[src/rtl/intersection_sequencer.sv]
// Actuated two-road intersection sequencer: demand-driven greens with min/max limits,
// yellow and all-red clearance; pedestrian phase is built only with INTERSECTION_PED_EN.
module intersection_sequencer #(
  parameter int MIN_GREEN = 8,
  parameter int MAX_GREEN = 40,
  parameter int YELLOW_T  = 4,
  parameter int ALLRED_T  = 2,
  parameter int WALK_T    = 10
) (
  input  logic       clk,
  input  logic       rst_n,
  input  logic       det_a,
  input  logic       det_b,
  input  logic       ped_req,
  output logic [1:0] roadA,
  output logic [1:0] roadB,
  output logic       walk,
  output logic [2:0] phase
);

  typedef enum logic [2:0] {
    ST_A_GRN = 3'd0,
    ST_A_YEL = 3'd1,
    ST_AR_AB = 3'd2,
    ST_B_GRN = 3'd3,
    ST_B_YEL = 3'd4,
    ST_AR_BA = 3'd5,
    ST_PED   = 3'd6
  } state_t;

  localparam logic [1:0] LAMP_RED    = 2'b00;
  localparam logic [1:0] LAMP_YELLOW = 2'b10;
  localparam logic [1:0] LAMP_GREEN  = 2'b11;

  localparam int MAX_GY  = (MAX_GREEN > YELLOW_T) ? MAX_GREEN : YELLOW_T;
  localparam int MAX_GYA = (MAX_GY > ALLRED_T) ? MAX_GY : ALLRED_T;
  localparam int MAX_ALL = (MAX_GYA > WALK_T) ? MAX_GYA : WALK_T;
  localparam int TW      = $clog2(MAX_ALL + 1);

  localparam logic [TW-1:0] T_MIN = TW'(MIN_GREEN - 1);
  localparam logic [TW-1:0] T_MAX = TW'(MAX_GREEN - 1);
  localparam logic [TW-1:0] T_YEL = TW'(YELLOW_T - 1);
  localparam logic [TW-1:0] T_AR  = TW'(ALLRED_T - 1);

  state_t          state_r;
  state_t          state_next_s;
  logic [TW-1:0]   timer_r;
  logic [TW-1:0]   timer_next_s;
  logic            pend_a_r;
  logic            pend_b_r;
  logic            pend_p_s;
  logic [1:0]      lamp_a_s;
  logic [1:0]      lamp_b_s;
  logic            walk_s;

`ifdef INTERSECTION_PED_EN
  localparam logic [TW-1:0] T_WALK = TW'(WALK_T - 1);
  logic pend_p_r;
  logic from_a_r;
  assign pend_p_s = pend_p_r;
`else
  // Pedestrian input is intentionally ignored in this build.
  assign pend_p_s = ped_req & 1'b0;
`endif

  // Next-state selection from dwell timer, pending demand and detector levels.
  always_comb begin
    state_next_s = state_r;
    case (state_r)
      ST_A_GRN: begin
        if ((timer_r >= T_MIN) && (pend_b_r || pend_p_s) && (!det_a || (timer_r == T_MAX)))
          state_next_s = ST_A_YEL;
        else
          state_next_s = state_r;
      end
      ST_A_YEL: begin
        if (timer_r == T_YEL) state_next_s = ST_AR_AB;
        else                  state_next_s = state_r;
      end
      ST_AR_AB: begin
        if (timer_r == T_AR) state_next_s = pend_p_s ? ST_PED : ST_B_GRN;
        else                 state_next_s = state_r;
      end
      ST_B_GRN: begin
        if ((timer_r >= T_MIN) && (pend_a_r || pend_p_s) && (!det_b || (timer_r == T_MAX)))
          state_next_s = ST_B_YEL;
        else
          state_next_s = state_r;
      end
      ST_B_YEL: begin
        if (timer_r == T_YEL) state_next_s = ST_AR_BA;
        else                  state_next_s = state_r;
      end
      ST_AR_BA: begin
        if (timer_r == T_AR) state_next_s = pend_p_s ? ST_PED : ST_A_GRN;
        else                 state_next_s = state_r;
      end
`ifdef INTERSECTION_PED_EN
      ST_PED: begin
        if (timer_r == T_WALK) state_next_s = from_a_r ? ST_B_GRN : ST_A_GRN;
        else                   state_next_s = state_r;
      end
`endif
      default: state_next_s = ST_A_GRN;
    endcase
  end

  // Dwell timer restarts on every phase change and saturates at the max-green mark.
  always_comb begin
    timer_next_s = timer_r;
    if (state_next_s != state_r)
      timer_next_s = '0;
    else if (timer_r == T_MAX)
      timer_next_s = timer_r;
    else
      timer_next_s = timer_r + 1'b1;
  end

  // Lamp decode of the upcoming state so the registered outputs track the state register.
  always_comb begin
    lamp_a_s = LAMP_RED;
    lamp_b_s = LAMP_RED;
    walk_s   = 1'b0;
    case (state_next_s)
      ST_A_GRN: lamp_a_s = LAMP_GREEN;
      ST_A_YEL: lamp_a_s = LAMP_YELLOW;
      ST_B_GRN: lamp_b_s = LAMP_GREEN;
      ST_B_YEL: lamp_b_s = LAMP_YELLOW;
`ifdef INTERSECTION_PED_EN
      ST_PED:   walk_s   = 1'b1;
`endif
      default: begin
        lamp_a_s = LAMP_RED;
        lamp_b_s = LAMP_RED;
      end
    endcase
  end

  // State, timer, vehicle demand latches and registered lamp outputs.
  always_ff @(posedge clk or negedge rst_n) begin
    if (!rst_n) begin
      state_r  <= ST_A_GRN;
      timer_r  <= '0;
      pend_a_r <= 1'b0;
      pend_b_r <= 1'b0;
      roadA    <= LAMP_GREEN;
      roadB    <= LAMP_RED;
      walk     <= 1'b0;
      phase    <= 3'd0;
    end else begin
      state_r <= state_next_s;
      timer_r <= timer_next_s;
      // Entering the served green clears demand, even if the detector is still set.
      if ((state_next_s == ST_A_GRN) && (state_r != ST_A_GRN)) pend_a_r <= 1'b0;
      else if (det_a && (state_r != ST_A_GRN))                pend_a_r <= 1'b1;
      else                                                     pend_a_r <= pend_a_r;
      if ((state_next_s == ST_B_GRN) && (state_r != ST_B_GRN)) pend_b_r <= 1'b0;
      else if (det_b && (state_r != ST_B_GRN))                pend_b_r <= 1'b1;
      else                                                     pend_b_r <= pend_b_r;
      roadA <= lamp_a_s;
      roadB <= lamp_b_s;
      walk  <= walk_s;
      phase <= state_next_s;
    end
  end

`ifdef INTERSECTION_PED_EN
  // Pedestrian demand latch and record of which road yielded to the walk phase.
  always_ff @(posedge clk or negedge rst_n) begin
    if (!rst_n) begin
      pend_p_r <= 1'b0;
      from_a_r <= 1'b0;
    end else begin
      if ((state_next_s == ST_PED) && (state_r != ST_PED)) pend_p_r <= 1'b0;
      else if (ped_req && (state_r != ST_PED))            pend_p_r <= 1'b1;
      else                                                 pend_p_r <= pend_p_r;
      if ((state_r == ST_AR_AB) && (state_next_s == ST_PED))      from_a_r <= 1'b1;
      else if ((state_r == ST_AR_BA) && (state_next_s == ST_PED)) from_a_r <= 1'b0;
      else                                                        from_a_r <= from_a_r;
    end
  end
`endif

endmodule

[config.mk]
export PLATFORM = sky130hd
export DESIGN_NAME = intersection_sequencer
export DESIGN_NICKNAME = d
export VERILOG_FILES = /design/src/rtl/intersection_sequencer.sv
export SDC_FILE = /design/constraint.sdc
export NUM_CORES = 1
export LEC_CHECK = 0
export CAP_MARGIN = 20
export CORE_MARGIN = 5
export CORE_UTILIZATION = 50
export DETAILED_ROUTE_END_ITERATION = 7
export PLACE_DENSITY = 0.74
export SLEW_MARGIN = 15
export SYNTH_ARGS = -nofsm -noshare
export SYNTH_HDL_FRONTEND = slang
export SYNTH_SLANG_ARGS = --single-unit
[constraint.sdc]
create_clock -name clk -period 5.7 [get_ports clk]
set_input_delay 1.14 -clock clk [delete_from_list [all_inputs] [get_ports clk]]
set_output_delay 1.14 -clock clk [all_outputs]
set_load 0.05 [all_outputs]
==> results of run 1 <==
[final timing paths]
path	slack, ns	to	cells past startpoint
setup reg to reg	3.44	timer_r[1]	6
setup / recovery	2.75	phase[0]	1
min in group asynchronous	1.24	timer_r[3]	1
hold reg to reg	0.51	pend_a_r	1
max in group asynchronous	4.04	state_r[1]	1
hold / removal	0.51	pend_a_r	1
[cells in the mapped netlist (all sizes together), types with 2 or more instances]
cell type	n	area, um^2
dfrtp	13	325
nand2	7	26.3
nor2	6	22.5
a31oi	5	46.3
nor3	5	25.0
o21ai	5	28.8
a21oi	4	20.0
buf	3	26.3
inv	3	11.3
nand3	3	15.0
nor4	3	33.8
or2b	3	26.3
xor2	3	26.3
a311o	2	22.5
clkbuf	2	27.5
dfstp	2	52.6
ha	2	25.0
nor2b	2	12.5
o21a	2	15.0
[cell families (layout without fill, tap and decap cells)]
kind of cell / after synthesis / count (layout) / synth area share, %
AND/OR/NAND/NOR: 36 / 36 / 24.7
AO/OA/AOI/OAI: 22 / 22 / 18.7
buffers and inverters: 8 / 17 / 7.26
adder cells (fa/ha/maj): 2 / 2 / 2.79
other: 1 / 1 / 0.419
XOR/XNOR: 4 / 4 / 3.91
flip-flops: 15 / 15 / 42.2
[state kept, by name, summed over array words and instances, names as in the netlist]
| register | flops |
|---|---|
| pend_a_r | 1 |
| pend_b_r | 1 |
| roadA | 2 |
| roadB | 2 |
| state_r | 3 |
| timer_r | 6 |
[report_power, final]
group          switching [mW]  internal, mW  total (mW)
logic                   0.193         0.143       0.335
clock network          0.0342        0.0273      0.0614
registers              0.0632         0.153       0.216
[layer usage]
metal,global-route usage [%],up-vias
li1,-,333
met1,19.0,321
met2,22.5,11
met3,3.99,5
met4,9.36,0
met5,0,-
[cell type report]
cell class | instances | share of cell area [%]
clock buffers | 4 | 2.63
well taps | 25 | 3.13
repair buffers | 10 | 10.0
multi-input cells | 65 | 45.3
inverters | 3 | 1.13
flip-flops and latches | 15 | 37.8
[per-stage QoR]
| step | utilization, % | hold slack [ns] | area (um^2) |
|---|---|---|---|
| final | 58.5 | 0.511 | 1000 |
| after global routing | 58.5 | 0.552 | 1000 |
| after global placement | 57.0 | 0.489 | 973 |
| after detailed placement | 57.0 | 0.487 | 973 |
| after CTS | 58.5 | 0.511 | 1000 |
| after floorplan | - | 0.464 | 896 |
==> qor.txt, run 1 <==
outcome = finished, final reports clean
Post-synth ARST share = 100%
VDD IR max = 312 uV
setup slack after layout = 2.75 ns
Syn Inst Count = 88
routed len/inst = 13.4 um
H-Tree Level Count = 1
footprint of the multi-input gates = 453 um^2
Worst-path clk slew = 0.08 ns
Seq/Total Area, Yosys = 42.2%
Cell Count Post-Placement = 118
Crit path largest cell delay = 0.89 ns
Via density = 5.49
filler cell count = 149
drt total wl = 1640 um
first-pass GRT wire length = 2970 um
final hold vios = 0
Post-DRT Antenna Nets = 0
grt ovf = 0
DRC Markers = 0
number of global-route vias before repair = 662
#FFs+latches synth = 15
most frequent cells in the layout = dfrtp_1 (13), clkdlybuf4s50_1 (10), nand2_1 (7), nor2_1 (6), nor3_1 (5)
largest net degree at the start of global routing = 16
worst r2r src = timer_r[0]
critical path buffer and inverter count = 1
Post-CTS Setup Repair Bufs = 0
vias = 670
IO Count = 13
insertion delay to the later sink of the worst-skew pair = 0.29 ns
Core Rows = 15
register area = 378 um^2
M1 wire length = 800 um
hold_sp = pend_a_r
pre-CTS setup slack = 3.08 ns
most common cell after layout, fill and taps aside = dfrtp_1
Setup Skew = 0.00182 ns
Ant. Diodes = 0
Initial Utilization = 52.5%
WS Path Type = register to output port
Hold Crit Class = register to register
pwr/cell area = 613 nW/um^2
clock sink count = 15
critical path arrival = 1.81 ns
1st-iter DRT viols = 7
Pre-Repair DR Iteration Count = 4
initial antenna violation count = 0
max capacitance violation total = 0
Post-Syn Area = 896 um^2
Top delay family on crit path = buffers and inverters
synth warn = 0
IO buf count = 10
minimum clock period = 2.95 ns
CP endpoint kind = output port
period utilization = 51.8%
die area = 2740 um^2
met3 WL = 56 um
crit path cell chain = clkdlybuf4s50_1
RSZ-0062 raised after global routing = false
Core Region = 1710 um^2
met2 wire len = 734 um
GPL Wtd Cong = 0.828
Final Slew Violations = 0
Final HPWL DP = 1160 um
Pwr Total = 0.613 mW
DIE HEIGHT = 52.3 um
critical path peak fanout = 14
TritonCTS clock tree = done
Setup crit start = state_r[0]
root buffer cell = clkbuf_4
Finished Layout Cells = 122
Distinct cells, synth = 37
syn nets = 95
leak pwr = 0.406 nW
CTS Hold Bufs = 0
startpoint types = register
syn avg cell area = 10.2 um^2
max frequency = 338 MHz
Highest Signal Layer = met4
Max Root-Sink Buffers = 2
CP max stage cell = clkdlybuf4s50_1
all-layer global routing usage = 15.1%
Slew @ Worst Pin = 0.647 ns
CP Data Required Time = 4.56 ns
Setup TNS Final = 0 ns
share of layout cells above drive strength 1 = 17.5%
setup violators final = 0
TritonCTS buffer count = 3
Die Wd = 52.3 um
Nets = 105
ys flop type = dfrtp_1
Max-slew headroom = 56.7%
CTS resizes = 0
synth-to-layout area growth = 11.6%
Post-synth EDFFs = 0
Power figures use the tool's default switching activity.
==> run 2, diff against run 1 <==
- clock period: 5.7 -> 2.9 ns (I/O delays scaled with it)
==> run 2 against run 1 <==
Combinational power rose by 100%; sequential power grew 97%; largest cell class unchanged; critical path type unchanged; first-iteration DRC count rose by 110%.
==> qor.txt, run 2 (same netlist as run 1, synthesis figures left out) <==
outcome = finished, final reports clean (unchanged)
Setup TNS Final = 0 ns (unchanged)
CP max stage cell = clkdlybuf4s50_1 (unchanged)
Pre-Repair DR Iteration Count = 4 (unchanged)
max capacitance violation total = 0 (unchanged)
largest net degree at the start of global routing = 16 (unchanged)
most frequent cells in the layout = dfrtp_1 (13), clkdlybuf4s50_1 (10), nand2_1 (7), nor2_1 (6), nor3_1 (5) (unchanged)
first-pass GRT wire length = 3080 um (was 2970 um)
VDD IR max = 643 uV (was 312 uV)
startpoint types = register (unchanged)
worst r2r src = timer_r[0] (unchanged)
Worst Reg-to-Reg Cells = 6 (unchanged)
Core Rows = 15 (unchanged)
most common cell after layout, fill and taps aside = dfrtp_1 (unchanged)
GPL Wtd Cong = 0.827 (was 0.828)
critical path arrival = 1.80 ns (was 1.81 ns)
final instance area = 1000 um^2 (unchanged)
Final HPWL DP = 1240 um (was 1160 um)
filler cell count = 150 (was 149)
pwr/cell area = 1220 nW/um^2 (was 613 nW/um^2)
hold slack = 0.514 ns (was 0.511 ns)
Slew @ Worst Pin = 0.660 ns (was 0.647 ns)
Via density = 5.61 (was 5.49)
TritonCTS buffer count = 3 (unchanged)
clock sink count = 15 (unchanged)
die area = 2740 um^2 (unchanged)
register area = 378 um^2 (unchanged)
insertion delay to the later sink of the worst-skew pair = 0.29 ns (about the same)
CTS resizes = 0 (unchanged)
IO Count = 13 (unchanged)
dpl cell area = 973 um^2 (unchanged)
final hold vios = 0 (unchanged)
H-Tree Level Count = 1 (unchanged)
Max-slew headroom = 55.9% (was 56.7%)
crit path cell chain = clkdlybuf4s50_1 (unchanged)
hold_sp = pend_a_r (unchanged)
drt total wl = 1750 um (was 1640 um)
initial antenna violation count = 0 (unchanged)
Setup Skew = 0.00797 ns (was 0.00182 ns)
Crit path largest cell delay = 0.89 ns (about the same)
Largest regs = timer_r: 6 flops, state_r: 3 flops (unchanged)
leak pwr = 0.406 nW (unchanged)
period utilization = 82.2%
grt ovf = 0 (unchanged)
Ant. Diodes = 0 (unchanged)
max frequency = 420 MHz
Max Root-Sink Buffers = 2 (unchanged)
Post-CTS Setup Repair Bufs = 0 (unchanged)
IO buf count = 10 (unchanged)
Die Wd = 52.3 um (unchanged)
minimum clock period = 2.38 ns
DRC Markers = 0 (unchanged)
WHS Endpoint = pend_a_r (unchanged)
Top delay family on crit path = buffers and inverters (unchanged)
1st-iter DRT viols = 15 (was 7)
CTS Hold Bufs = 0 (unchanged)
routed len/inst = 14.3 um (was 13.4 um)
vias = 685 (was 670)
Largest register FFs = 6 (unchanged)
root buffer cell = clkbuf_4 (unchanged)
Largest Register = timer_r (unchanged)
Core Region = 1710 um^2 (unchanged)
CP Data Required Time = 2.32 ns (was 4.56 ns)
footprint of the multi-input gates = 453 um^2 (unchanged)
Min-Delay Path Depth = 1 (unchanged)
all-layer global routing usage = 15.7% (was 15.1%)
synth-to-layout area growth = 11.6% (unchanged)
critical path buffer and inverter count = 1 (unchanged)
Hold Crit Class = register to register (unchanged)
RSZ-0062 raised after global routing = false (unchanged)
R2R setup slack = 0.62 ns (was 3.44 ns)
Initial Utilization = 52.5% (unchanged)
Final Slew Violations = 0 (unchanged)
Post-DRT Antenna Nets = 0 (unchanged)
Pwr Total = 1.22 mW (was 0.613 mW)
WS Path Type = register to output port (unchanged)
CP endpoint kind = output port (unchanged)
setup violators final = 0 (unchanged)
r2r endpoint = timer_r[1] (unchanged)
Nets = 105 (unchanged)
share of layout cells above drive strength 1 = 17.5% (unchanged)
Worst-path clk slew = 0.08 ns (about the same)
number of global-route vias before repair = 684 (was 662)
DIE HEIGHT = 52.3 um (unchanged)
TritonCTS clock tree = done (unchanged)
critical path peak fanout = 14 (unchanged)
-- run 2: cell counts in the layout (fill, tap and decap cells not counted) --
No cell type changed its count.
-- run 2: area by class of cell --
| cell class | count | share of cell area [%] |
|---|---|---|
| clock buffer | 4 | 2.63 |
| inverter | 3 | 1.13 |
| multi-input combinational | 65 | 45.3 |
| sequential | 15 | 37.8 |
| tap | 25 | 3.13 |
| timing repair buffer | 10 | 10.0 |
-- run 2: layer usage --
layer	GRT usage, %	routed length (um)	up-vias
met5	0	0	-
met4	8.94	50	0
met3	3.70	88	5
met2	24.0	783	17
met1	20.0	825	336
li1	-	-	327
-- run 2: worst reg2reg max path, cell delays in order, from the launching register on --
cell and delay (ns):
dfrtp_1 0.43, ha_1 0.31, a2111o_1 0.47, and2_4 0.18
a311o_2 0.44, a31oi_4 0.23, nor3_1 0.09
-- run 2: stage by stage --
step / worst slack [ns] / instances / util (%)
6_report: 0.518 / 122 / 58.5
3_3_place_gp: 0.651 / 118 / 57.0
3_5_place_dp: 0.657 / 118 / 57.0
5_1_grt: 0.407 / 122 / 58.5
4_1_cts: 0.499 / 122 / 58.5
2_1_floorplan: 0.768 / 88 / -
-- run 2: how the worst max path moves through the flow --
stage / depth (start not counted) / from / slack, ns / endpoint
6_report: 1 / state_r[0] / 0.52 / phase[0]
5_1_grt: 1 / state_r[0] / 0.41 / phase[0]
4_1_cts: 1 / state_r[0] / 0.50 / phase[0]
3_5_place_dp: 6 / timer_r[0] / 0.66 / timer_r[1]
3_3_place_gp: 6 / timer_r[0] / 0.65 / timer_r[0]
2_1_floorplan: 7 / timer_r[0] / 0.77 / timer_r[2]
-- run 2: report_power, final --
part	switching [mW]	internal [mW]	leakage [nW]	total [mW]
combinational	0.388	0.281	0.209	0.669
sequential	0.124	0.301	0.182	0.425
clock	0.0678	0.0536	0.0150	0.121
total	0.580	0.635	0.406	1.22
==> run 3, diff against run 2 <==
- CORE_ASPECT_RATIO: unset -> 1.4
- CORE_UTILIZATION: 50 -> 47
- PLACE_DENSITY: 0.74 -> 0.73
- clock period: 2.9 -> 1.9 ns (I/O delays scaled with it)
==> run 3 against run 2 <==
Combinational power rose by 99%; clock power up 50%; sequential cell count unchanged; highest routed layer unchanged; the run now ends with setup timing left; clock skew is 0.0035 ns lower; largest cell class unchanged.
==> qor.txt, run 3 (same netlist as run 1, synthesis figures left out) <==
max frequency = 520 MHz
Setup Skew = 0.00445 ns (was 0.00797 ns)
RSZ-0062 raised after global routing = true (was false)
Initial Utilization = 49.7% (was 52.5%)
H-Tree Level Count = 1 (unchanged)
Pwr Total = 2.10 mW (was 1.22 mW)
final hold vios = 0 (unchanged)
Pre-Repair DR Iteration Count = 4 (unchanged)
grt ovf = 0 (unchanged)
first-pass GRT wire length = 3160 um (was 3080 um)
Max Root-Sink Buffers = 2 (unchanged)
filler cell count = 165 (was 150)
die area = 2890 um^2 (was 2740 um^2)
Crit path largest cell delay = 0.39 ns (was 0.89 ns)
critical path arrival = 2.09 ns (was 1.80 ns)
crit path cell chain = ha_2 > a2111o_1 > and2_4 > a311o_2 > a31oi_4 > nor4_1 (was clkdlybuf4s50_1)
WS Path Type = register to register (was register to output port)
Largest register FFs = 6 (unchanged)
root buffer cell = clkbuf_4 (unchanged)
Slew @ Worst Pin = 0.501 ns (was 0.660 ns)
R2R setup slack = -0.02 ns (was 0.62 ns)
TritonCTS clock tree = done (unchanged)
insertion delay to the later sink of the worst-skew pair = 0.29 ns (about the same)
CP endpoint kind = register (was output port)
number of global-route vias before repair = 746 (was 684)
share of layout cells above drive strength 1 = 35.7% (was 17.5%)
most common cell after layout, fill and taps aside = buf_4 (was dfrtp_1)
Setup crit start = timer_r[1] (was state_r[0])
critical path peak fanout = 6 (was 14)
Max-slew headroom = 66.5% (was 55.9%)
Worst-path clk slew = 0.08 ns (about the same)
Final HPWL DP = 1460 um (was 1240 um)
DRC Markers = 0 (unchanged)
pwr/cell area = 1890 nW/um^2 (was 1220 nW/um^2)
pre-CTS setup slack = -0.0218 ns (was 0.657 ns)
TritonCTS buffer count = 3 (unchanged)
failing checks = setup timing
outcome = finished, violations left (was finished, final reports clean)
all-layer global routing usage = 15.4% (was 15.7%)
Via density = 5.64 (was 5.61)
worst r2r src = timer_r[1] (was timer_r[0])
period utilization = 101%
synth-to-layout area growth = 24.4% (was 11.6%)
setup violators final = 6 (was 0)
GPL Wtd Cong = 0.879 (was 0.827)
drt total wl = 1900 um (was 1750 um)
Post-DRT Antenna Nets = 0 (unchanged)
r2r endpoint = timer_r[2] (was timer_r[1])
Combinational Power Share = 63.3% (was 55.1%)
Core Rows = 18 (was 15)
largest net degree at the start of global routing = 16 (unchanged)
DIE HEIGHT = 61.7 um (was 52.3 um)
Largest regs = timer_r: 6 flops, state_r: 3 flops (unchanged)
sequential share of power = 28.1% (was 35.0%)
CTS Hold Bufs = 0 (unchanged)
setup slack after layout = -0.0220 ns (was 0.518 ns)
Largest Register = timer_r (unchanged)
VDD IR max = 1230 uV (was 643 uV)
CP Data Required Time = 2.07 ns (was 2.32 ns)
Ant. Diodes = 0 (unchanged)
Worst Reg-to-Reg Cells = 6 (unchanged)
Sw Ratio = 44.5% (was 47.7%)
minimum clock period = 1.92 ns
initial antenna violation count = 0 (unchanged)
max capacitance violation total = 0 (unchanged)
Core Region = 1800 um^2 (was 1710 um^2)
IO buf count = 10 (unchanged)
Final Slew Violations = 0 (unchanged)
leak pwr = 0.486 nW (was 0.406 nW)
startpoint types = register (unchanged)
Die Wd = 46.9 um (was 52.3 um)
most frequent cells in the layout = buf_4 (19), dfrtp_1 (12), nand2_1 (7), nor2_1 (6) (was dfrtp_1 (13), clkdlybuf4s50_1 (10), nand2_1 (7), nor2_1 (6), nor3_1 (5))
Int Pwr = 1.17 mW (was 0.635 mW)
Critical Path End = timer_r[2] (was phase[0])
Clock power frac = 8.7% (was 10.0%)
IO Count = 13 (unchanged)
sw power = 0.937 mW (was 0.580 mW)
clock sink count = 15 (unchanged)
Nets = 120 (was 105)
vias = 745 (was 685)
routed len/inst = 14.4 um (was 14.3 um)
Hold Crit Class = input port to asynchronous set/reset pin (was register to register)
1st-iter DRT viols = 12 (was 15)
CP max stage cell = dfrtp_1 (was clkdlybuf4s50_1)
run 3: cell count changes in the layout (fill, tap and decap cells not counted):
cell / before / now
ha_2: 0 / 1
ha_1: 2 / 1
o21ai_0: 3 / 2
buf_4: 0 / 19
o21ai_1: 1 / 2
clkdlybuf4s50_1: 10 / 5
dfrtp_2: 0 / 1
buf_12: 0 / 1
nor3b_2: 0 / 1
dfrtp_1: 13 / 12
nor3b_1: 1 / 0
run 3: worst min-delay path by stage:
stage,start,endpoint,slack [ns],cells after the start
detailed placement,pend_a_r,pend_a_r,0.51,1
global placement,pend_a_r,pend_a_r,0.49,1
global route,rst_n,timer_r[2],0.42,2
CTS,rst_n,state_r[2],0.41,2
finish,rst_n,state_r[2],0.40,2
floorplan,rst_n,pend_a_r,0.08,0
run 3: per-layer routing:
metal / vias to the layer above / global-route usage, % / wire length [um]
li1: 361 / - / -
met1: 365 / 17.7 / 772
met2: 14 / 27.0 / 1020
met3: 5 / 2.05 / 57
met4: 0 / 8.30 / 46
met5: - / 0 / 0
run 3: critical path, delay by kind of cell, from the launching register on:
| family | cells | cell delay (ns) |
|---|---|---|
| fa+ha+maj | 1 | 0.19 |
| flops | 1 | 0.39 |
| simple gates | 2 | 0.24 |
| compound gates | 3 | 0.99 |
run 3: timing repair:
action / 4_1_cts / 5_1_grt
gates resized for setup: 0 / 2
setup buffers: 1 / 1
setup endpoints to repair: 6 / 9
pin swaps: 3 / 2
run 3: cell type report:
cell class	count	area (um^2)	share of cell area (%)
Inverter	3	11.3	1.01
Timing Repair Buffer	25	213	19.1
Sequential cell	15	379	34.0
Clock buffer	4	26.3	2.36
Tap cell	20	25.0	2.24
Multi-Input combinational cell	65	460	41.3
run 3: metrics by stage:
step           setup TNS, ns  utilization, %  cells  hold WS [ns]  area [um^2]
2_1_floorplan         -0.540               -     88        0.0844          900
3_3_place_gp        -0.00854            59.3    126         0.490         1070
3_5_place_dp         -0.0562            59.3    126         0.506         1070
4_1_cts              -0.0845            61.2    131         0.411         1100
5_1_grt               -0.623            61.9    132         0.422         1110
6_report             -0.0837            61.9    132         0.399         1110
run 3: power by group through the flow:
| stage | registers [mW] | logic (mW) | clock network, mW |
|---|---|---|---|
| after floorplan | 0.791 | 0.755 | 0 |
| after global placement | 0.590 | 1.25 | 0 |
| after detailed placement | 0.595 | 1.27 | 0 |
| after CTS | 0.590 | 1.30 | 0.187 |
| after global routing | 0.615 | 1.44 | 0.194 |
| final | 0.591 | 1.33 | 0.182 |
